$ cat config.mk
export PLATFORM = sky130hd
export DESIGN_NAME = regfile_wb_queue
export DESIGN_NICKNAME = d
export VERILOG_FILES = /design/src/rtl/regfile_wb_queue.sv
export SDC_FILE = /design/constraint.sdc
export NUM_CORES = 1
export LEC_CHECK = 0
export ABC_AREA = 1
export BUFFER_PORTS_ARGS = -buffer_cell sky130_fd_sc_hd__buf_2
export CORE_MARGIN = 8
export CORE_UTILIZATION = 30
export DETAILED_ROUTE_END_ITERATION = 6
export GPL_TIMING_DRIVEN = 0
export PLACE_DENSITY = 0.54
export SLEW_MARGIN = 25
export SYNTH_ARGS = -nofsm -noshare
export SYNTH_HDL_FRONTEND = slang
export SYNTH_SLANG_ARGS = --single-unit
$ cat constraint.sdc
create_clock -name clk -period 3.6 [get_ports clk]
set_input_delay 0.18 -clock clk [delete_from_list [all_inputs] [get_ports clk]]
set_output_delay 0.18 -clock clk [all_outputs]
set_load 0.02 [all_outputs]
$ cat src/rtl/regfile_wb_queue.sv
// -----------------------------------------------------------------------------
// regfile_wb_queue
//   Write-back stage in front of the register file. It collects results from the
//   load unit, the ALU and the multiply/divide unit, and keeps them in a small
//   FIFO. It issues at most one register write per cycle, in acceptance order.
//   A multiply/divide result is stored as two entries: lo to md_addr, then hi to
//   MD_HI_ADDR. Both entries are pushed at the same edge, so no other result can
//   land between them.
//
// Ports
//   clk, rst             clock; synchronous active-low reset
//   ld_*   (valid/addr/data/ready)   load result producer   (highest priority)
//   alu_*  (valid/addr/data/ready)   ALU result producer
//   md_*   (valid/addr/data/ready)   multiply/divide result {hi, lo} (lowest)
//   wr, wrAddr, wrData   register-file write port, driven from the FIFO head
//   pend_mask            bit r set while any queued entry targets register r
//   count                occupied FIFO entries
//
// Handshake: a producer raises valid and holds valid, addr and data stable
// until it sees ready high. The transfer happens at the rising edge where both
// valid and ready are high. Each ready is combinational from the valids and
// count, and is forced low while rst is low.
// -----------------------------------------------------------------------------
module regfile_wb_queue #(
    parameter int DEPTH      = 4,
    parameter int ADDR_W     = 4,
    parameter int DATA_W     = 16,
    parameter int MD_HI_ADDR = 0
) (
    input  logic                      clk,
    input  logic                      rst,
    input  logic                      alu_valid,
    input  logic [ADDR_W-1:0]         alu_addr,
    input  logic [DATA_W-1:0]         alu_data,
    output logic                      alu_ready,
    input  logic                      ld_valid,
    input  logic [ADDR_W-1:0]         ld_addr,
    input  logic [DATA_W-1:0]         ld_data,
    output logic                      ld_ready,
    input  logic                      md_valid,
    input  logic [ADDR_W-1:0]         md_addr,
    input  logic [2*DATA_W-1:0]       md_data,
    output logic                      md_ready,
    output logic                      wr,
    output logic [ADDR_W-1:0]         wrAddr,
    output logic [DATA_W-1:0]         wrData,
    output logic [2**ADDR_W-1:0]      pend_mask,
    output logic [$clog2(DEPTH):0]    count
);

    localparam int PW = $clog2(DEPTH);
    localparam int CW = PW + 1;
    localparam logic [ADDR_W-1:0] HI_ADDR = ADDR_W'(MD_HI_ADDR);

    logic [ADDR_W-1:0] mem_addr [DEPTH];
    logic [DATA_W-1:0] mem_data [DEPTH];
    logic [PW-1:0]     rd_ptr;
    logic [PW-1:0]     wr_ptr;
    logic [PW-1:0]     wr_ptr_p1;
    logic [CW-1:0]     cnt;

    logic              pop;
    logic [CW-1:0]     free;
    logic              push_one;
    logic              push_two;
    logic [1:0]        push_n;
    logic [ADDR_W-1:0] one_addr;
    logic [DATA_W-1:0] one_data;
    logic [PW-1:0]     slot_off [DEPTH];

    // The register file always accepts, so the head leaves every cycle the
    // FIFO is non-empty.
    assign pop = (cnt != '0);

    // The slot freed by this cycle's pop is already usable for this cycle's push.
    assign free = CW'(DEPTH) - cnt + CW'(pop);

    assign ld_ready  = rst & ld_valid & (free >= CW'(1));
    assign alu_ready = rst & alu_valid & ~ld_valid & (free >= CW'(1));
    assign md_ready  = rst & md_valid & ~ld_valid & ~alu_valid & (free >= CW'(2));

    assign push_one = ld_ready | alu_ready;
    assign push_two = md_ready;
    assign push_n   = push_two ? 2'd2 : (push_one ? 2'd1 : 2'd0);
    assign one_addr = ld_ready ? ld_addr : alu_addr;
    assign one_data = ld_ready ? ld_data : alu_data;

    assign wr_ptr_p1 = wr_ptr + PW'(1);

    // Pointers and occupancy
    always_ff @(posedge clk) begin
        if (!rst) begin
            rd_ptr <= '0;
            wr_ptr <= '0;
            cnt    <= '0;
        end else begin
            if (pop) begin
                rd_ptr <= rd_ptr + PW'(1);
            end
            if (push_two) begin
                wr_ptr <= wr_ptr + PW'(2);
            end else if (push_one) begin
                wr_ptr <= wr_ptr_p1;
            end
            cnt <= cnt - CW'(pop) + CW'(push_n);
        end
    end

    // Storage. The ready signals are already gated by rst, so the storage
    // needs no reset. A two-entry push may straddle the pointer wrap.
    always_ff @(posedge clk) begin
        if (push_one) begin
            mem_addr[wr_ptr] <= one_addr;
            mem_data[wr_ptr] <= one_data;
        end else if (push_two) begin
            mem_addr[wr_ptr]    <= md_addr;
            mem_data[wr_ptr]    <= md_data[DATA_W-1:0];
            mem_addr[wr_ptr_p1] <= HI_ADDR;
            mem_data[wr_ptr_p1] <= md_data[2*DATA_W-1:DATA_W];
        end
    end

    assign wr     = pop;
    assign wrAddr = pop ? mem_addr[rd_ptr] : '0;
    assign wrData = pop ? mem_data[rd_ptr] : '0;
    assign count  = cnt;

    // A slot holds a queued entry when its distance from the head is below the
    // occupancy.
    always_comb begin
        pend_mask = '0;
        for (int i = 0; i < DEPTH; i++) begin
            slot_off[i] = PW'(i) - rd_ptr;
            if ({1'b0, slot_off[i]} < cnt) begin
                pend_mask[mem_addr[i]] = 1'b1;
            end
        end
    end

endmodule

# Word-level counts from Yosys, hierarchy flattened

Memory sizes are Yosys's and may differ from the RTL's. A register that Yosys moved wholly into a read port is not among the register bits.
Cells that the tools add are included.

Bits in registers: 7
Word-level logic and storage cells: 84
RAM bits: 80
Memories kept: 2
Output and inout bits: 43

Memories:

| name     | words | bits a word | read ports | clocked after memory_dff | wr ports | line | RTL |
|---|---|---|---|---|---|---|---|
| mem_data | 4     | 16          | 1          | 1                        | 2        | 56   | `logic [DATA_W-1:0] mem_data [DEPTH];` |
| mem_addr | 4     | 4           | 5          | 1                        | 2        | 55   | `logic [ADDR_W-1:0] mem_addr [DEPTH];` |

Bitwise operators: 17
Magnitude comparators: 14
Muxes and demuxes: 31
Reductions and logical operators: 6
$add $sub $neg: 11

Operators with widths:

| operator              | number |
|---|---|
| $mux W16              | 7 |
| $or A16 B16 Y16       | 3 |
| $lt A4 B5 Y1 const B  | 4 |
| $demux W1 S4          | 4 |
| $ge A4 B1 Y1 const B  | 4 |
| $mux W2               | 7 |
| $lt A2 B3 Y1          | 4 |
| $mux W4               | 3 |
| $mux W1               | 10 |
| $and A1 B1 Y1         | 9 |
| $add A2 B1 Y2 const B | 2 |
| $logic_and A1 B1 Y1   | 4 |
| $sub A1 B2 Y2 const A | 2 |
| $sub A2 B2 Y2 const A | 2 |
| $add A3 B1 Y3         | 1 |
| $add A3 B2 Y3         | 1 |
| $ge A3 B1 Y1 const B  | 1 |
| $ge A3 B2 Y1 const B  | 1 |
| $or A1 B1 Y1          | 3 |
| $reduce_bool A3 Y1    | 1 |
| $sub A3 B1 Y3         | 1 |
| $sub A3 B3 Y3 const A | 1 |
| $add A2 B2 Y2 const B | 1 |
| $not A1 Y1            | 2 |
| $reduce_bool A2 Y1    | 1 |

# Depth between registers and ports, before layout

Gate-level depths: netlist of the first run.

Depth after elaboration: 11
Gate-level depth with buffers: 16

# Worst setup path before layout of the first run

OpenSTA, ideal clock, no wires.

Path type: reg2reg
Start point: register cnt[2], in the netlist count[2]
End point: register cnt[2], in the netlist count[2]
Path buffers: 2
Data arrival time: 3.209 ns
Stages on the path, launching flop included: 17
Path slack: 0.268 ns
Clock period less this slack: 3.332 ns
Data required time: 3.477 ns
Setup time: 0.123 ns
Cells stage by stage: dfxtp_1 nor3_1 clkbuf_1 ha_1 inv_1 ha_1 inv_1 nand2_1 nand3_4 nand2_8 buf_4 ha_1 inv_1 fa_1 xnor2_1 o21ai_0 a21oi_1

Word-level cells in the longest chain between the ends: 8

Ends and longest elaborated chain:

| item                                                | line   | RTL |
|---|---|---|
| from (decl)                                         | 60     | `logic [CW-1:0] cnt;` |
| from (signal assigned)                              | 105    | `cnt <= cnt - CW'(pop) + CW'(push_n);` |
| $sub A3 B3 Y3 or $reduce_bool A3 Y1 (tied branches) | 76, 73 |  |
| $add A3 B1 Y3                                       | 76     | `assign free = CW'(DEPTH) - cnt + CW'(pop);` |
| $ge A3 B1 Y1                                        | 78, 79 |  |
| $and A1 B1 Y1 (on tied branches)                    | 78, 79 |  |
| $or A1 B1 Y1                                        | 82     | `assign push_one = ld_ready \| alu_ready;` |
| $mux W1                                             | 84     | `assign push_n = push_two ? 2'd2 : (push_one ? 2'd1 : 2'd0);` |
| $mux W2                                             | 84     |  |
| $add A3 B2 Y3 (*)                                   | 105    |  |

Every way passes the cells marked *; elsewhere a longest branch is shown, timed or not.
A chain may end at the register's enable or synchronous reset.

# Worst setup path in the final report of the first run

Ends and elaborated chain as after synthesis.

==> flow_metrics.py, run 1 <==
metrics = {
    "synthesis": {
        "synth_top_cell_by_area": "edfxtp_1",
        "synth.distinct_cells": 34,
        "ys_seq_elements": 89,
        "synth-edff-count": 64,
        "avgSynthCellArea_um2": 7.13,
        "fraction_of_synthesized_cell_area_taken_by_the_top_area_cell_type_pct": 31.8,
        "syn_nets": 947,
        "yosys-top-cells-area": "edfxtp_1 32%, nand2_1 16%, nand3_1 11%, dfxtp_1 8.3%, nor2_1 6.1%",
        "postSynth.asyncResetShare_pct": 0,
        "synth.most_common_cell": "nand2_1",
        "synthCells": 849,
        "synth.top_cells.by_count": "265 x nand2_1, 138 x nand3_1, 99 x nor2_1",
        "syn-cell-area_mm2": 0.00605,
        "synth_ff_type": "edfxtp_1",
        "synth_seq_area_share_pct": 40.0,
        "synth-warning-count": 0,
    },
    "worst_setup_path": {
        "r2r-start": "count[2]",
        "critPathArrivalTime_ps": 3630,
        "worstPathRequired_ps": 3830,
        "timing.setup.critical_path_class": "reg2reg",
        "worst-path-max-fanout": 10,
        "worst_setup_path_end_kind": "flop",
        "reg2reg_setup_slack_ps": 210,
        "critical_path.startpoint_type": "flop",
        "crit-reg2reg-capture": "count[2]",
        "count_of_cells_along_the_worst_register_to_register_path": 16,
    },
    "timing": {
        "clock_skew_ps": 4.75,
        "period_minus_slack_ps": 3390,
        "fin_crit_sh_pct": 94.3,
        "final-hold-violation-count": 0,
        "slew_headroom_pct": 51.6,
        "setup_tns_ps": 0,
        "tightest_slew_ps": 726,
        "drv_slew": 0,
        "grt_setup_unrepaired": "no",
        "setup_viol_count_final": 0,
        "maximum_clock_frequency_ghz": 0.295,
        "holdWs_ps": 92.1,
    },
    "detailed_routing": {
        "drtAntennaViolNets": 0,
        "per_cell_routed_wire_length_um": 17.4,
        "drt_wl_total_um": 21900,
        "drt_first_pass_iters": 6,
        "detail_route.drc_violations": 0,
        "detail_route.iter0.violations": 541,
        "route.vias.total": 6092,
        "vias_per_inst": 4.85,
    },
    "power_and_ir_drop": {
        "clkPwrFrac_pct": 14.9,
        "p_leak_nw": 3.50,
        "power_frac_comb_pct": 56.4,
        "vdd_ir_drop_max_mv": 0.270,
        "internal_power_mw": 2.80,
        "switchingPower_mw": 2.81,
        "total_power_mw": 5.62,
        "cellPowerDensity_mw_per_mm2": 772,
        "swShare_pct": 50.1,
        "p_seq_share_pct": 28.7,
    },
    "clocking": {
        "clk_transition_reported_paths_ps": 60,
        "cts_tree": "done",
        "ctsRootBufferMaster": "clkbuf_16",
        "cts_max_path_bufs": 2,
        "holdBufCountCts": 0,
        "clk_latency_ps": 350,
        "cts_num_sinks": 89,
        "cts_inserted_buffers": 9,
        "clock_tree.htree_level_count": 3,
    },
    "layout": {
        "drive_gt1_share_pct": 20.2,
        "area_growth_syn_to_layout_pct": 20.3,
        "insertedDiodeCount": 0,
        "nets": 1080,
        "finalCoreUtilization_pct": 36.3,
        "finish.instance_area_mm2": 0.00728,
    },
    "run_status": {
        "outcome": "complete, no violations",
    },
    "global_route": {
        "grt_start_max_net_pins": 17,
        "gr-usage-all-layers_pct": 17.6,
        "first_pass_grt_wire_length_um": 32700,
        "first_global_vias": 5774,
        "antenna_found_initial": 0,
        "globalRoute.totalOverflow": 0,
    },
    "floorplanning": {
        "core_region_area_mm2": 0.0200,
        "floorplan.die.height_um": 158,
        "initial_core_util_pct": 30.2,
        "die_area_mm2": 0.0250,
        "placementRows": 52,
        "io_pins": 124,
        "die_width_um": 158,
    },
    "placed_design": {
        "instance_area_at_placement_mm2": 0.00700,
        "placement.io_buffers": 122,
        "place_congestion": 0.883,
        "place_hpwl_um": 16400,
    },
    "run": {
        "max_cap_violations": 0,
    },
    "min_path": {
        "min_path_type": "in2reg",
        "whs_path_depth": 3,
        "min_to": "count[0]",
        "launch_point_of_the_worst_hold_path": "rst",
    },
}
-- per-stage QoR --
stage / instances / setup WS (ps)
final: 1257 / 206
after global placement: 1241 / -626
after detailed placement: 1241 / -639
after global routing: 1257 / 2.62
after CTS: 1257 / 6.51
after floorplan: 849 / 268
-- repair_timing --
item | CTS | global route
gates resized for setup | 6 | 3
pin swaps | 0 | 0
buffers inserted | 0 | 0
setup endpoints to repair | 102 | 48
-- kinds of logic (layout without fill, tap and decap cells) --
group           after synthesis  in the layout  share of synthesized area (%)
buf+inv                     104            242                           7.22
flops                        89             89                           40.0
xor+xnor                      2              2                          0.290
fa+ha+maj                    17             17                           3.64
simple gates                549            549                           41.1
compound gates               88             88                           7.69
-- layout make-up --
type,count,area [um2]
Buffer,37,189
Clock inverter,5,23.8
Clock buffer,11,233
Tap cell,270,338
Timing Repair Buffer,122,611
Fill cell,2207,12800
Sequential cell,89,2420
Multi-Input combinational cell,656,3210
Inverter,67,251
-- power groups by stage --
stage | sequential [mW] | combinational [mW] | clock, mW
4_1_cts | 1.61 | 3.19 | 0.847
5_1_grt | 1.64 | 3.53 | 0.884
2_1_floorplan | 1.57 | 2.12 | 0
3_3_place_gp | 1.62 | 3.15 | 0
6_report | 1.61 | 3.17 | 0.839
3_5_place_dp | 1.62 | 3.17 | 0
-- layout by cell type (no fill, tap or decap), types with 9 or more instances in the layout --
master,count
nand2_1,261
buf_2,138
nand3_1,138
nor2_1,99
edfxtp_1,64
inv_1,61
o21ai_0,45
a21oi_1,35
dfxtp_1,25
or2_4,16
ha_1,16
clkbuf_1,15
nand4_1,10
clkbuf_16,9
-- how the worst max path moves through the flow --
stage / start / to / slack, ps / cells past startpoint
after floorplan: count[2] / count[2] / 270 / 16
after global placement: count[0] / mem_data[0][9] / -630 / 12
after detailed placement: count[0] / mem_data[3][2] / -640 / 12
after CTS: count[2] / count[2] / 7 / 16
after global routing: count[2] / count[2] / 3 / 16
final: count[2] / count[2] / 210 / 16
-- sequential cells by signal (all words and copies together), names as in the netlist, named ones only --
| name | flops |
|---|---|
| count | 3 |
| mem_addr | 16 |
| mem_data | 64 |
| wr_ptr | 2 |
| rd_ptr | 2 |
-- worst max-delay path: stages, from the launching register on --
cell and delay (ps):
dfxtp_1 380, nor3_4 330, clkbuf_4 340, ha_1 180, inv_1 40, ha_1 210, inv_1 60, nand2_1 120
nand3_4 120, nand2_8 130, buf_4 240, ha_1 290, inv_1 50, fa_1 440, xnor2_1 150, o21ai_0 140
a21oi_1 50
-- routing by layer --
layer	global-route usage, %	vias to the layer above	part of all wire (%)
met3	3.71	29	8.7
met2	28.5	234	47
met1	23.4	2759	43
li1	-	3070	-
met4	4.31	0	1.1
met5	0	-	0
No activity file was read; power rests on OpenSTA's default activity.
==> inputs of run 2 (changes only) <==
--- a/config.mk
+++ b/config.mk
@@ -7,11 +7,13 @@
 export LEC_CHECK = 0
 export ABC_AREA = 1
 export BUFFER_PORTS_ARGS = -buffer_cell sky130_fd_sc_hd__buf_2
+export CORE_ASPECT_RATIO = 1.2
 export CORE_MARGIN = 8
-export CORE_UTILIZATION = 30
+export CORE_UTILIZATION = 56
+export CTS_CLUSTER_DIAMETER = 60
 export DETAILED_ROUTE_END_ITERATION = 6
 export GPL_TIMING_DRIVEN = 0
-export PLACE_DENSITY = 0.54
+export PLACE_DENSITY = 0.86
 export SLEW_MARGIN = 25
 export SYNTH_ARGS = -nofsm -noshare
 export SYNTH_HDL_FRONTEND = slang
==> run 2 against run 1 <==
  * Routed wire length shrank 11%
  * Die area shrank 42%
  * Critical path depth is the same
  * Register-to-register slack gained 20 ps
  * Final area shrank 2.3%
  * Hold slack gained 11 ps
  * Global-route usage grew 8.9 points
  * Maximum frequency grew 0.65%
  * Largest cell class unchanged
==> flow_metrics.py, run 2 (synthesis results as in run 1) <==
metrics = {
    "global_route": {
        "first_pass_grt_wire_length_um": 30700,
        "gr-usage-all-layers_pct": 26.5,
        "globalRoute.totalOverflow": 0,
        "first_global_vias": 6239,
        "grt_start_max_net_pins": 17,
        "antenna_found_initial": 0,
    },
    "floorplanning": {
        "floorplan.die.height_um": 130,
        "placementRows": 41,
        "io_pins": 124,
        "core_region_area_mm2": 0.0105,
        "die_width_um": 111,
        "initial_core_util_pct": 57.5,
        "die_area_mm2": 0.0144,
    },
    "timing": {
        "tightest_slew_ps": 782,
        "holdWs_ps": 103,
        "grt_setup_unrepaired": "no",
        "maximum_clock_frequency_ghz": 0.297,
        "drv_slew": 0,
        "fin_crit_sh_pct": 93.7,
        "slew_headroom_pct": 47.7,
        "final-hold-violation-count": 0,
        "period_minus_slack_ps": 3370,
        "clock_skew_ps": 7.69,
        "setup_viol_count_final": 0,
    },
    "layout": {
        "area_growth_syn_to_layout_pct": 17.6,
        "register_area_mm2": 0.00242,
        "fillerInstances": 912,
        "layoutNonFillerInstCount": 1116,
        "mostFrequentLayoutCell": "nand2_1",
        "multi_input_area_mm2": 0.00321,
        "largest_register_ff_count": 64,
        "insertedDiodeCount": 0,
        "nets": 1080,
        "mostFrequentLayoutCells": "262 x nand2_1, 138 x buf_2, 138 x nand3_1, 99 x nor2_1, 64 x edfxtp_1",
        "drive_gt1_share_pct": 20.2,
        "top_register": "mem_data",
        "finish.instance_area_mm2": 0.00712,
    },
    "worst_setup_path": {
        "worstPathRequired_ps": 3830,
        "critical_path.startpoint_type": "flop",
        "critPathArrivalTime_ps": 3600,
        "worst_setup_path_end_kind": "flop",
        "timing.setup.critical_path_class": "reg2reg",
        "worst-path-max-fanout": 10,
    },
    "detailed_routing": {
        "route.vias.total": 6410,
        "per_cell_routed_wire_length_um": 17.5,
        "drt_wl_total_um": 19500,
        "detail_route.drc_violations": 0,
        "drt_first_pass_iters": 5,
        "detail_route.iter0.violations": 567,
        "drtAntennaViolNets": 0,
        "vias_per_inst": 5.74,
    },
    "power_and_ir_drop": {
        "vdd_ir_drop_max_mv": 0.455,
        "cellPowerDensity_mw_per_mm2": 786,
        "internal_power_mw": 2.81,
        "swShare_pct": 49.8,
        "switchingPower_mw": 2.79,
        "p_leak_nw": 3.50,
        "p_seq_share_pct": 28.6,
        "clkPwrFrac_pct": 15.5,
        "power_frac_comb_pct": 55.8,
    },
    "placed_design": {
        "place_hpwl_um": 14500,
        "place.detailed.instances": 1100,
        "instance_area_at_placement_mm2": 0.00682,
        "place_congestion": 0.922,
        "placement.io_buffers": 122,
    },
    "clocking": {
        "cts_inserted_buffers": 9,
        "clk_latency_ps": 350,
        "clock_tree.htree_level_count": 3,
        "cts_tree": "done",
        "ctsRootBufferMaster": "clkbuf_16",
        "cts_max_path_bufs": 2,
        "holdBufCountCts": 0,
        "clk_transition_reported_paths_ps": 60,
        "cts_num_sinks": 89,
    },
    "run": {
        "max_cap_violations": 0,
    },
    "run_status": {
        "outcome": "complete, no violations",
    },
    "min_path": {
        "min_path_type": "in2reg",
    },
}
[run 2: cell count changes in the layout (fill, tap and decap cells not counted), sizes merged]
cell      change
clkbuf        -1
inv           +1
clkinvlp      +1
clkinv        -1
[run 2: what timing repair did]
| item | CTS | global route |
|---|---|---|
| buffers inserted | 0 | 0 |
| resized for setup | 5 | 3 |
| setup endpoints to repair | 69 | 17 |
| pin swaps | 0 | 0 |
[run 2: area by class of cell]
type	count	area share (%)
clock inverters	6	0.598
well taps	129	2.27
plain buffers	37	2.65
inverters	67	3.53
repair buffers	122	8.58
clock buffers	10	3.22
flip-flops and latches	89	34.0
multi-input cells	656	45.1
[run 2: path summary, 6_finish.rpt]
check / cells past startpoint / end / start / slack, ps
min: 3 / count[0] / rst / 100
min reg2reg: 2 / mem_addr[1][1] / mem_addr[1][1] / 500
max reg2reg: 16 / count[2] / count[2] / 230
max: 16 / count[2] / count[2] / 230
[run 2: through the flow]
| stage | power [mW] | setup slack (ps) | utilization (%) | TNS [ps] |
|---|---|---|---|---|
| global placement | 4.62 | -384 | 64.9 | -20450 |
| finish | 5.60 | 228 | 67.7 | 0 |
| detailed placement | 4.68 | -498 | 64.9 | -26740 |
| floorplan | 3.69 | 268 | - | 0 |
| global route | 6.00 | 1.16 | 67.7 | 0 |
| CTS | 5.55 | 30.6 | 67.6 | 0 |
[run 2: power by group through the flow]
stage                     combinational (mW)  sequential, mW  clock, mW
after floorplan                         2.12            1.57          0
after global placement                  3.01            1.61          0
after detailed placement                3.07            1.61          0
after CTS                               3.10            1.59      0.861
after global routing                    3.46            1.63      0.910
final                                   3.12            1.60      0.870
[run 2: critical path, cell delays in order (launching register included)]
cell	delay, ps
dfxtp_1	380
nor3_4	330
clkbuf_4	310
ha_1	180
inv_1	50
ha_1	210
inv_1	70
nand2_1	120
nand3_4	120
nand2_8	130
buf_4	230
ha_1	300
inv_1	50
fa_1	430
xnor2_1	150
o21ai_0	160
a21oi_1	50
[run 2: routing by layer]
| layer | GRT usage (%) | routed length [um] | vias to the layer above | part of all wire (%) |
|---|---|---|---|---|
| met2 | 45.3 | 9360 | 409 | 48 |
| met4 | 13.5 | 765 | 0 | 3.9 |
| met3 | 6.11 | 2020 | 78 | 10 |
| li1 | - | - | 3080 | - |
| met5 | 0 | 0 | - | 0 |
| met1 | 30.7 | 7330 | 2843 | 38 |
==> inputs of run 3 (changes only) <==
--- a/config.mk
+++ b/config.mk
@@ -14,6 +14,7 @@
 export DETAILED_ROUTE_END_ITERATION = 6
 export GPL_TIMING_DRIVEN = 0
 export PLACE_DENSITY = 0.86
+export RECOVER_POWER = 25
 export SLEW_MARGIN = 25
 export SYNTH_ARGS = -nofsm -noshare
 export SYNTH_HDL_FRONTEND = slang
==> run 3 against run 2 <==
  * Global-route usage is the same
  * Register-to-register slack lost 30 ps
  * Routed wire length grew 0.46%
  * Clock skew grew 3.0 ps
  * First-iteration DRC count grew 11%
  * Maximum frequency shrank 1.6%
  * Critical endpoint is now md_ready
  * Largest cell class unchanged
  * Largest power group unchanged
==> flow_metrics.py, run 3 (synthesis results as in run 1) <==
metrics = {
    "power_and_ir_drop": {
        "p_leak_nw": 3.36,
        "power_frac_comb_pct": 55.4,
        "cellPowerDensity_mw_per_mm2": 786,
        "clkPwrFrac_pct": 15.7,
        "p_seq_share_pct": 28.9,
        "swShare_pct": 50.5,
        "vdd_ir_drop_max_mv": 0.450,
        "switchingPower_mw": 2.80,
        "internal_power_mw": 2.75,
        "total_power_mw": 5.55,
    },
    "detailed_routing": {
        "drt_first_pass_iters": 7,
        "per_cell_routed_wire_length_um": 17.5,
        "detail_route.iter0.violations": 629,
        "drtAntennaViolNets": 0,
        "route.vias.total": 6427,
        "wl_met1_um": 7470,
        "wl_met3_um": 1990,
        "vias_per_inst": 5.76,
        "maxUsedRoutingLayer": "met4",
        "drt_wl_total_um": 19600,
        "wl_met2_um": 9300,
        "detail_route.drc_violations": 0,
    },
    "clocking": {
        "holdBufCountCts": 0,
        "cts-resized-gates": 5,
        "ctsRootBufferMaster": "clkbuf_16",
        "clk_latency_ps": 350,
        "cts_inserted_buffers": 9,
        "cts_num_sinks": 89,
        "clk_transition_reported_paths_ps": 60,
        "cts_tree": "done",
        "cts_max_path_bufs": 2,
        "cts_setup_buffers": 0,
        "clock_tree.htree_level_count": 3,
    },
    "worst_setup_path": {
        "r2r-start": "count[2]",
        "critical_path.slowest_cell": "clkbuf_1",
        "crit-reg2reg-capture": "count[2]",
        "reg2reg_setup_slack_ps": 200,
        "worst-path-max-fanout": 10,
        "timing.critical_path.slowest_cell_delay_ps": 530,
        "worst_setup_path_end_kind": "output port",
        "critPathArrivalTime_ps": 3250,
        "timing.setup.critical_path_class": "reg2out",
        "timing.critical_path.cells": "nor3_4 -> clkbuf_4 -> ha_1 -> inv_1 -> ha_1 -> inv_1 -> nand3_4 -> nand2_8 -> clkbuf_1 -> inv_1 -> buf_2",
        "worstPathRequired_ps": 3420,
        "critical_path.startpoint_type": "flop",
        "count_of_cells_along_the_worst_register_to_register_path": 16,
        "cp_common_cell": "inv_1",
    },
    "placed_design": {
        "place_hpwl_um": 14500,
        "place_congestion": 0.922,
        "placement.io_buffers": 122,
    },
    "layout": {
        "mostFrequentLayoutCell": "nand2_1",
        "area_growth_syn_to_layout_pct": 16.7,
        "insertedDiodeCount": 0,
        "register_area_mm2": 0.00242,
        "mostFrequentLayoutCells": "262 x nand2_1, 138 x nand3_1, 103 x buf_2, 99 x nor2_1, 64 x edfxtp_1",
        "finalCoreUtilization_pct": 67.2,
        "fillerInstances": 933,
        "nets": 1080,
        "multi_input_area_mm2": 0.00321,
        "largest_register_ff_count": 64,
        "top_register": "mem_data",
        "drive_gt1_share_pct": 16.3,
    },
    "global_route": {
        "first_pass_grt_wire_length_um": 30700,
        "grt_start_max_net_pins": 17,
        "gr-usage-all-layers_pct": 26.5,
        "antenna_found_initial": 0,
        "first_global_vias": 6239,
        "globalRoute.totalOverflow": 0,
    },
    "timing": {
        "setup_viol_count_final": 0,
        "final-hold-violation-count": 0,
        "period_minus_slack_ps": 3430,
        "fin_crit_sh_pct": 95.2,
        "maximum_clock_frequency_ghz": 0.292,
        "clock_skew_ps": 10.7,
        "drv_slew": 0,
        "tightest_slew_ps": 791,
        "grt_setup_unrepaired": "no",
        "slew_headroom_pct": 47.2,
    },
    "min_path": {
        "min_to": "count[1]",
        "min_path_type": "in2reg",
        "launch_point_of_the_worst_hold_path": "rst",
        "whs_path_depth": 3,
    },
    "floorplanning": {
        "die_area_mm2": 0.0144,
        "core_region_area_mm2": 0.0105,
        "die_width_um": 111,
        "floorplan.die.height_um": 130,
        "io_pins": 124,
        "initial_core_util_pct": 57.5,
        "placementRows": 41,
    },
    "run_status": {
        "outcome": "complete, no violations",
    },
    "run": {
        "max_cap_violations": 0,
    },
}
## run 3: cell count changes in the layout (fill, tap and decap cells not counted), sizes merged
| cell | change |
|---|---|
| buf | -38 |
| clkbuf | +38 |
## run 3: worst max-delay path by stage
stage             start              to  slack [ps]  cells after the start
6_report       count[2]        md_ready         170                     11
5_1_grt        count[2]        count[2]           5                     16
4_1_cts        count[2]        count[2]          30                     16
3_5_place_dp   count[0]  mem_data[1][9]        -500                     13
3_3_place_gp   count[0]  mem_data[1][9]        -380                     13
2_1_floorplan  count[2]        count[2]         270                     16
## run 3: through the flow
| stage | setup WS [ps] | std cells | hold slack, ps | setup TNS [ps] | instance area (um2) |
|---|---|---|---|---|---|
| 2_1_floorplan | 268 | 849 | 366 | 0 | 6050 |
| 3_3_place_gp | -384 | 1100 | 438 | -20450 | 6820 |
| 3_5_place_dp | -498 | 1100 | 446 | -26740 | 6820 |
| 4_1_cts | 30.6 | 1116 | 98.7 | 0 | 7110 |
| 5_1_grt | 4.72 | 1116 | 117 | 0 | 7060 |
| 6_report | 173 | 1116 | 98.3 | 0 | 7060 |
## run 3: routing by layer
metal	vias up	track usage (%)
met4	0	13.5
li1	3078	-
met3	86	6.11
met5	-	0
met2	425	45.3
met1	2838	30.7
## run 3: final cells by class
class,instances,area share (%)
plain buffers,37,2.50
inverters,67,3.56
clock buffers,10,3.24
clock inverters,6,0.602
repair buffers,122,8.04
well taps,129,2.29
multi-input cells,656,45.5
flip-flops and latches,89,34.3
## run 3: worst max-delay path: cells and delay by family (launching register included)
kind / cells / cell delay [ps]
and+or+nand+nor: 3 / 620
DFF: 1 / 380
buffers and inverters: 6 / 1450
adders and majority gates: 2 / 440
## run 3: power by group through the flow
stage               sequential [mW]  combinational [mW]  clock (mW)
floorplan                      1.57                2.12           0
global placement               1.61                3.01           0
detailed placement             1.61                3.07           0
CTS                            1.59                3.10       0.861
global route                   1.63                3.40       0.910
finish                         1.60                3.07       0.869
